--- src/rtl/arbiter_sched.sv ---
// arbiter_sched: fixed-priority, non-preemptive bus arbiter with a two-state
// FSM (IDLE / OWNED). A grant is held until the owner strobes done_i or drops
// its request. Each release is followed by an idle bubble cycle.
//
// Optional feature, enabled by defining ARB_STARVE_PROMOTE_EN:
// each port keeps a saturating wait counter. A requester whose counter has
// reached STARVE_LIMIT beats fixed priority. Without the macro, arbitration
// is pure fixed priority (bit 0 highest) and starved_o is tied to zero.
//
// Handshake: req_i is a level. A grant is issued at the first IDLE edge where
// req_i is non-zero, and gnt_o is visible one cycle later. gnt_o then stays
// constant until the edge where done_i=1 or req_i[owner]=0, which returns the
// FSM to IDLE with gnt_o cleared. done_i has no effect while IDLE.
// state_o is a debug view of the FSM (1 = OWNED).

module arbiter_sched #(
  parameter int NUM_PORTS    = 4,
  parameter int STARVE_LIMIT = 8
) (
  input  logic                         clk_i,
  input  logic                         rst_i,
  input  logic [NUM_PORTS-1:0]         req_i,
  input  logic                         done_i,
  output logic [NUM_PORTS-1:0]         gnt_o,
  output logic                         gnt_valid_o,
  output logic [$clog2(NUM_PORTS)-1:0] gnt_id_o,
  output logic [NUM_PORTS-1:0]         starved_o,
  output logic                         state_o
);

  localparam int IDW = $clog2(NUM_PORTS);

  // Parameter range guards, evaluated at elaboration
  if (NUM_PORTS < 2 || NUM_PORTS > 16) begin : g_bad_ports
    $error("arbiter_sched: NUM_PORTS must be in 2..16");
  end
  if (STARVE_LIMIT < 1 || STARVE_LIMIT > 255) begin : g_bad_limit
    $error("arbiter_sched: STARVE_LIMIT must be in 1..255");
  end

  typedef enum logic {
    S_IDLE  = 1'b0,
    S_OWNED = 1'b1
  } state_t;

  state_t               state;
  logic [NUM_PORTS-1:0] promo_mask;
  logic [IDW-1:0]       win_id;
  logic [NUM_PORTS-1:0] win_oh;
  logic                 found;
  logic                 grant_edge;
  logic                 release_now;

  assign state_o = (state == S_OWNED);

  // A grant is taken at any IDLE edge with a pending request.
  assign grant_edge  = (state == S_IDLE) && (|req_i);
  // The owner lets go by strobing done_i or by dropping its request.
  assign release_now = done_i || !req_i[gnt_id_o];

`ifdef ARB_STARVE_PROMOTE_EN
  localparam logic [7:0] LIM = 8'(STARVE_LIMIT);

  logic [7:0] cnt     [NUM_PORTS];
  logic [7:0] cnt_nxt [NUM_PORTS];

  // Ports whose counter sits at the limit; masked with req_i so a promoted
  // port that has just dropped its request is never granted.
  assign promo_mask = req_i & starved_o;

  // Wait counter next state: clear on idle or on win, else count lost grants
  always_comb begin
    for (int i = 0; i < NUM_PORTS; i++) begin
      cnt_nxt[i] = cnt[i];
      if (!req_i[i]) begin
        cnt_nxt[i] = '0;
      end else if (grant_edge) begin
        if (win_id == IDW'(i)) begin
          cnt_nxt[i] = '0;
        end else if (cnt[i] != LIM) begin
          cnt_nxt[i] = cnt[i] + 8'd1;
        end
      end
    end
  end

  // Wait counters and the registered starvation flags that track them
  always_ff @(posedge clk_i) begin
    if (rst_i) begin
      for (int i = 0; i < NUM_PORTS; i++) begin
        cnt[i] <= '0;
      end
      starved_o <= '0;
    end else begin
      for (int i = 0; i < NUM_PORTS; i++) begin
        cnt[i]       <= cnt_nxt[i];
        starved_o[i] <= (cnt_nxt[i] == LIM);
      end
    end
  end
`else
  assign promo_mask = '0;
  assign starved_o  = '0;
`endif

  // Winner pick: lowest promoted requester first, then lowest requester
  always_comb begin
    win_id = '0;
    found  = 1'b0;
    for (int i = 0; i < NUM_PORTS; i++) begin
      if (!found && promo_mask[i]) begin
        win_id = IDW'(i);
        found  = 1'b1;
      end
    end
    for (int i = 0; i < NUM_PORTS; i++) begin
      if (!found && req_i[i]) begin
        win_id = IDW'(i);
        found  = 1'b1;
      end
    end
    win_oh         = '0;
    win_oh[win_id] = 1'b1;
  end

  // Grant FSM with registered grant outputs
  always_ff @(posedge clk_i) begin
    if (rst_i) begin
      state       <= S_IDLE;
      gnt_o       <= '0;
      gnt_valid_o <= 1'b0;
      gnt_id_o    <= '0;
    end else begin
      case (state)
        S_IDLE: begin
          if (grant_edge) begin
            state       <= S_OWNED;
            gnt_o       <= win_oh;
            gnt_valid_o <= 1'b1;
            gnt_id_o    <= win_id;
          end
        end
        S_OWNED: begin
          if (release_now) begin
            state       <= S_IDLE;
            gnt_o       <= '0;
            gnt_valid_o <= 1'b0;
            gnt_id_o    <= '0;
          end
        end
        default: begin
          state       <= S_IDLE;
          gnt_o       <= '0;
          gnt_valid_o <= 1'b0;
          gnt_id_o    <= '0;
        end
      endcase
    end
  end

endmodule

--- config.mk ---
export PLATFORM = sky130hd
export DESIGN_NAME = arbiter_sched
export DESIGN_NICKNAME = d
export VERILOG_FILES = /design/src/rtl/arbiter_sched.sv
export SDC_FILE = /design/constraint.sdc
export NUM_CORES = 1
export LEC_CHECK = 0
export BUFFER_PORTS_ARGS = -buffer_cell sky130_fd_sc_hd__buf_2
export CAP_MARGIN = 40
export CORE_AREA = 3 3 40 42
export DETAILED_ROUTE_END_ITERATION = 12
export DIE_AREA = 0 0 43 45
export PLACE_DENSITY_LB_ADDON = 0.3
export SLEW_MARGIN = 30
export SYNTH_ARGS = -nofsm -noshare
export SYNTH_HDL_FRONTEND = slang
export SYNTH_SLANG_ARGS = --single-unit
--- constraint.sdc ---
create_clock -name clk_i -period 1.6 [get_ports clk_i]
set_input_delay 0.08 -clock clk_i [delete_from_list [all_inputs] [get_ports clk_i]]
set_output_delay 0.08 -clock clk_i [all_outputs]
set_load 0.02 [all_outputs]
# Word-level counts from Yosys, hierarchy flattened
# Index checks and enable logic that the tools add are counted.
totals:
  input_bits: 7
  word_cells: 44
  reg_bits: 8
  output_inout_bits: 12
op_classes:
  eq_ne: 2
  n_lt_le_gt_ge: 3
  mux: 22
  bitwise_logic: 1
  reduce_logical: 12
ops:
  columns: ["operator", "n"]
  rows:
  - ["2-to-1 mux 1 bit", 10]
  - ["2-to-1 mux 2 bit", 4]
  - ["2-to-1 mux 4 bit", 2]
  - ["case mux 4 bit (2 select lines)", 1]
  - ["less-than comparator 2 x 3 -> 1 bit, second input constant", 2]
  - ["logical AND 1 bit", 5]
  - ["zero test 1 bit", 4]
  - ["case mux 1 bit (2 select lines)", 2]
  - ["case mux 2 bit (2 select lines)", 1]
  - ["OR reduction 4 bit", 1]
  - ["binary-select mux 1 bit (select 2 bit)", 1]
  - ["demux 1 bit (select 2 bit)", 1]
  - ["greater-or-equal comparator 2 x 1 -> 1 bit, second input constant", 1]
  - ["inequality test 2 x 1 -> 1 bit, second input constant", 1]
  - ["inequality test 2 bit, second input constant", 1]
  - ["AND reduction 2 bit", 1]
  - ["logical OR 1 bit", 1]
  - ["inverter 1 bit", 1]

# Logic depth before layout (Yosys ltp)
logic_depth:
  depth_word: 16
  depth_mapped: 4
  mapped_depth_nobuf: 4

# Least setup slack after synthesis
# No wires, ideal clock.
synth_timing:
  path_type: "flip-flop to flip-flop"
  start: "register gnt_id_o[0]"
  end: "register gnt_o[0]"
  path_slack_ns: 0.143
  path_stages_with_launch: 5
  synth_period_minus_slack_ns: 1.457
  path_buffers: 0
  arrival_time_ns: 1.323
  setup_ns: 0.135
  t_required_ns: 1.465
  cell_sequence: "dfxtp_1 mux2_2 a22oi_2 a21boi_4 o32ai_1"
synth_via:
  elab_chain_cells: 6
synth_lines:
  columns: ["element", "line_no", "rtl"]
  rows:
  - ["start: declaration", "26", "output logic [$clog2(NUM_PORTS)-1:0] gnt_id_o,"]
  - ["start signal: assignment", "140", "gnt_id_o <= win_id;"]
  - ["binary-select mux 1 bit (select 2 bit)", "59", "assign release_now = done_i || !req_i[gnt_id_o];"]
  - ["2-to-1 mux 1 bit (not written as such)", "59", null]
  - ["zero test 1 bit", "59", null]
  - ["logical OR 1 bit", "59", null]
  - ["inequality test 2 x 1 -> 1 bit (no source line)", null, null]
  - ["AND reduction 2 bit (no source line)", null, null]
  - ["end signal: assignment", "138", "gnt_o <= win_oh;"]
  - ["end: declaration", "24", "output logic [NUM_PORTS-1:0] gnt_o,"]
# Every way passes these cells. The select of a mux whose other input is x is not followed.
# A chain may end at the register's enable or synchronous reset.

# Worst setup path after layout
# Same ends and word-level chain as after synthesis.

==> flow_summary.ini <==
[timing]
timing.setup.tns_ps = 0
min_period_ps = 1440
setup_viol = 0
relSlewSlack_pct = 61.1
timing.final.ws_setup_ps = 161
skew_ps = 2.27
fmax_mhz = 695
tightest_slew_ps = 579
hold_violations = 0
rsz0062_at_grt = no
layout_worst_path_cycle_share_pct = 89.9
slew_violations = 0
hold_ws_ps = 47.9

[die]
initial_core_util_pct = 32.8
die_width_um = 43
num_io_pins = 19
die_h_um = 45
die_area_um2 = 1940
rows = 13
core_um2 = 1280

[detailed_routing]
wl_per_cell_um = 12.2
firstDrtPassIters = 4
drt-total-wl_um = 939
vias = 379
drc_errors = 0
drtIter0Drc = 6
viasPerCell = 4.92
postRouteAntennaNets = 0

[power]
p_leak_nw = 0.236
power_mw = 0.466
power_density_nw_per_um2 = 906
vdd_drop_max_v = 0.000382

[synth]
synthArstFlopShare_pct = 0
synth_area_um2 = 422
yosysMostFrequentCell = dfxtp_1
synth_top_area_share_pct = 38.0
synth_common_cells = dfxtp_1 (8), nand2_1 (7), buf_4 (4), inv_1 (4), o21ai_1 (4)
yosysSeqAreaShare_pct = 38.0
yosys_warnings = 0
synth_area_leaders = dfxtp_1 (38%), buf_4 (7.1%), nand2_1 (6.2%)
synth_cell_type_count = 24
postSynthAreaPerCell_um2 = 9.17
synth_top_cell_by_area = dfxtp_1
syn_inst = 46
synth-seq-cells = 8
synth-main-ff-cell = dfxtp_1
synth_edf_count = 0

[placement]
place_ws_ps = 167
io_buffers = 14
dp_hpwl_um = 697
gp_congestion = 0.787

[cts]
cts_tree = yes
cts-htree-levels = 1
clk_pin_slew_ps = 50
cts_made_buffers = 3
root_buffer = clkbuf_4
clock_latency_ps = 250
post_cts_resize_count = 0
cts_setup_buffers = 0
cts_hold_buf = 0
cts.path.max_buffers = 2
cts.sinks = 8

[setup_path]
reg2reg_to = gnt_o[0]$_SDFFE_PP0P_
critical-path-slowest-cell = dfxtp_1
cp_data_arrival_time_ps = 1570
critPathMaxStageDelay_ps = 390
path_class = reg2reg
cp-end-kind = flip-flop
r2r_cells = 4
crit_fanout = 5
reg2reg_slack_ps = 160
start_kind = flip-flop
crit_path_cell_trace = mux2_2 -> a22oi_2 -> a21boi_4 -> o32ai_1
cp.required_ps = 1730
r2r_start = gnt_id_o[0]$_SDFFE_PP0P_

[global_route]
grt_start_max_net_pins = 9
gr-total-overflow = 0
grt_pass1_wl_mm = 1.46
first_global_vias = 327
antenna_found_initial = 0
grt_use_total_pct = 10.6

[hold_path]
min_path_cells = 2
worstHoldEndpoint = state_o$_SDFF_PP0_
min-delay-start = rst_i
hold_class = in2reg

[layout]
multi_input_comb_area_um2 = 228
diodes = 0
num-nets-final = 71
regArea_um2 = 160
drive_gt1_share_pct = 35.5
num-fill-cells = 135
area_growth_pct = 22.0

[outcome]
status = finished clean

[run]
drv_cap = 0
==> placed cells by master, fill, tap and decap left out <==
cell type and instances:
a21boi_4 1, a21oi_1 1, a221oi_1 1, a22o_1 1, a22oi_2 1, a32o_1 1, and3b_1 1, buf_2 14
clkbuf_4 3, conb_1 4, dfxtp_1 8, inv_1 4, mux2_2 1, mux2_4 1, nand2_1 7, nand4_1 1
nor2b_1 1, nor3_2 1, nor3b_1 1, nor4_1 1, o2111ai_1 1, o21ai_1 4, o31ai_1 1, o32ai_1 1
or2_1 1
==> worst max-delay path, delay by kind of cell, from the launching register on <==
family         cells  cell delay, ps
multiplexers       1             370
AO/OA/AOI/OAI      3             570
flip-flops         1             390
==> metal layers <==
layer	track usage (%)	vias up	wire length, µm
li1	-	192	-
met1	15.1	169	474
met2	13.2	16	374
met3	2.39	2	72
met4	9.04	0	17
met5	0	-	0
==> worst max-delay path by stage <==
stage | start | to | cells after the start
floorplan | gnt_id_o[0]$_SDFFE_PP0P_ | gnt_o[0]$_SDFFE_PP0P_ | 4
global placement | gnt_id_o[0]$_SDFFE_PP0P_ | gnt_o[0]$_SDFFE_PP0P_ | 4
detailed placement | gnt_id_o[0]$_SDFFE_PP0P_ | gnt_o[0]$_SDFFE_PP0P_ | 4
CTS | gnt_id_o[0]$_SDFFE_PP0P_ | gnt_o[0]$_SDFFE_PP0P_ | 4
global route | gnt_id_o[0]$_SDFFE_PP0P_ | gnt_o[0]$_SDFFE_PP0P_ | 4
finish | gnt_id_o[0]$_SDFFE_PP0P_ | gnt_o[0]$_SDFFE_PP0P_ | 4
==> through the flow <==
| stage | instance area, µm² | util, % | std cells |
|---|---|---|---|
| after floorplan | 433 | - | 49 |
| after global placement | 492 | 38.3 | 74 |
| after detailed placement | 492 | 38.3 | 74 |
| after CTS | 514 | 40.0 | 77 |
| after global routing | 514 | 40.0 | 77 |
| final | 514 | 40.0 | 77 |
==> flip-flops by register name (all words and copies together) (netlist names) <==
register and flops:
gnt_valid_o 1, state_o 1, gnt_id_o 2, gnt_o 4
==> where the power goes <==
part           internal (mW)  switching (mW)
clock network         0.0859          0.0691
registers              0.211         0.00949
logic                 0.0333          0.0577
total                  0.330           0.136
==> cells by family after synthesis <==
group | share of synthesized area, %
flops | 38.0
other cells | 0.889
mux | 6.23
buf+inv | 10.7
simple gates | 18.4
compound gates | 25.8
==> final cells by class <==
cell class | instances | share of cell area, %
repair buffers | 14 | 13.6
well taps | 15 | 3.65
multi-input cells | 33 | 44.3
flip-flops and latches | 8 | 31.1
inverters | 4 | 2.92
clock buffers | 3 | 4.38
Power figures use the tool's default switching activity.
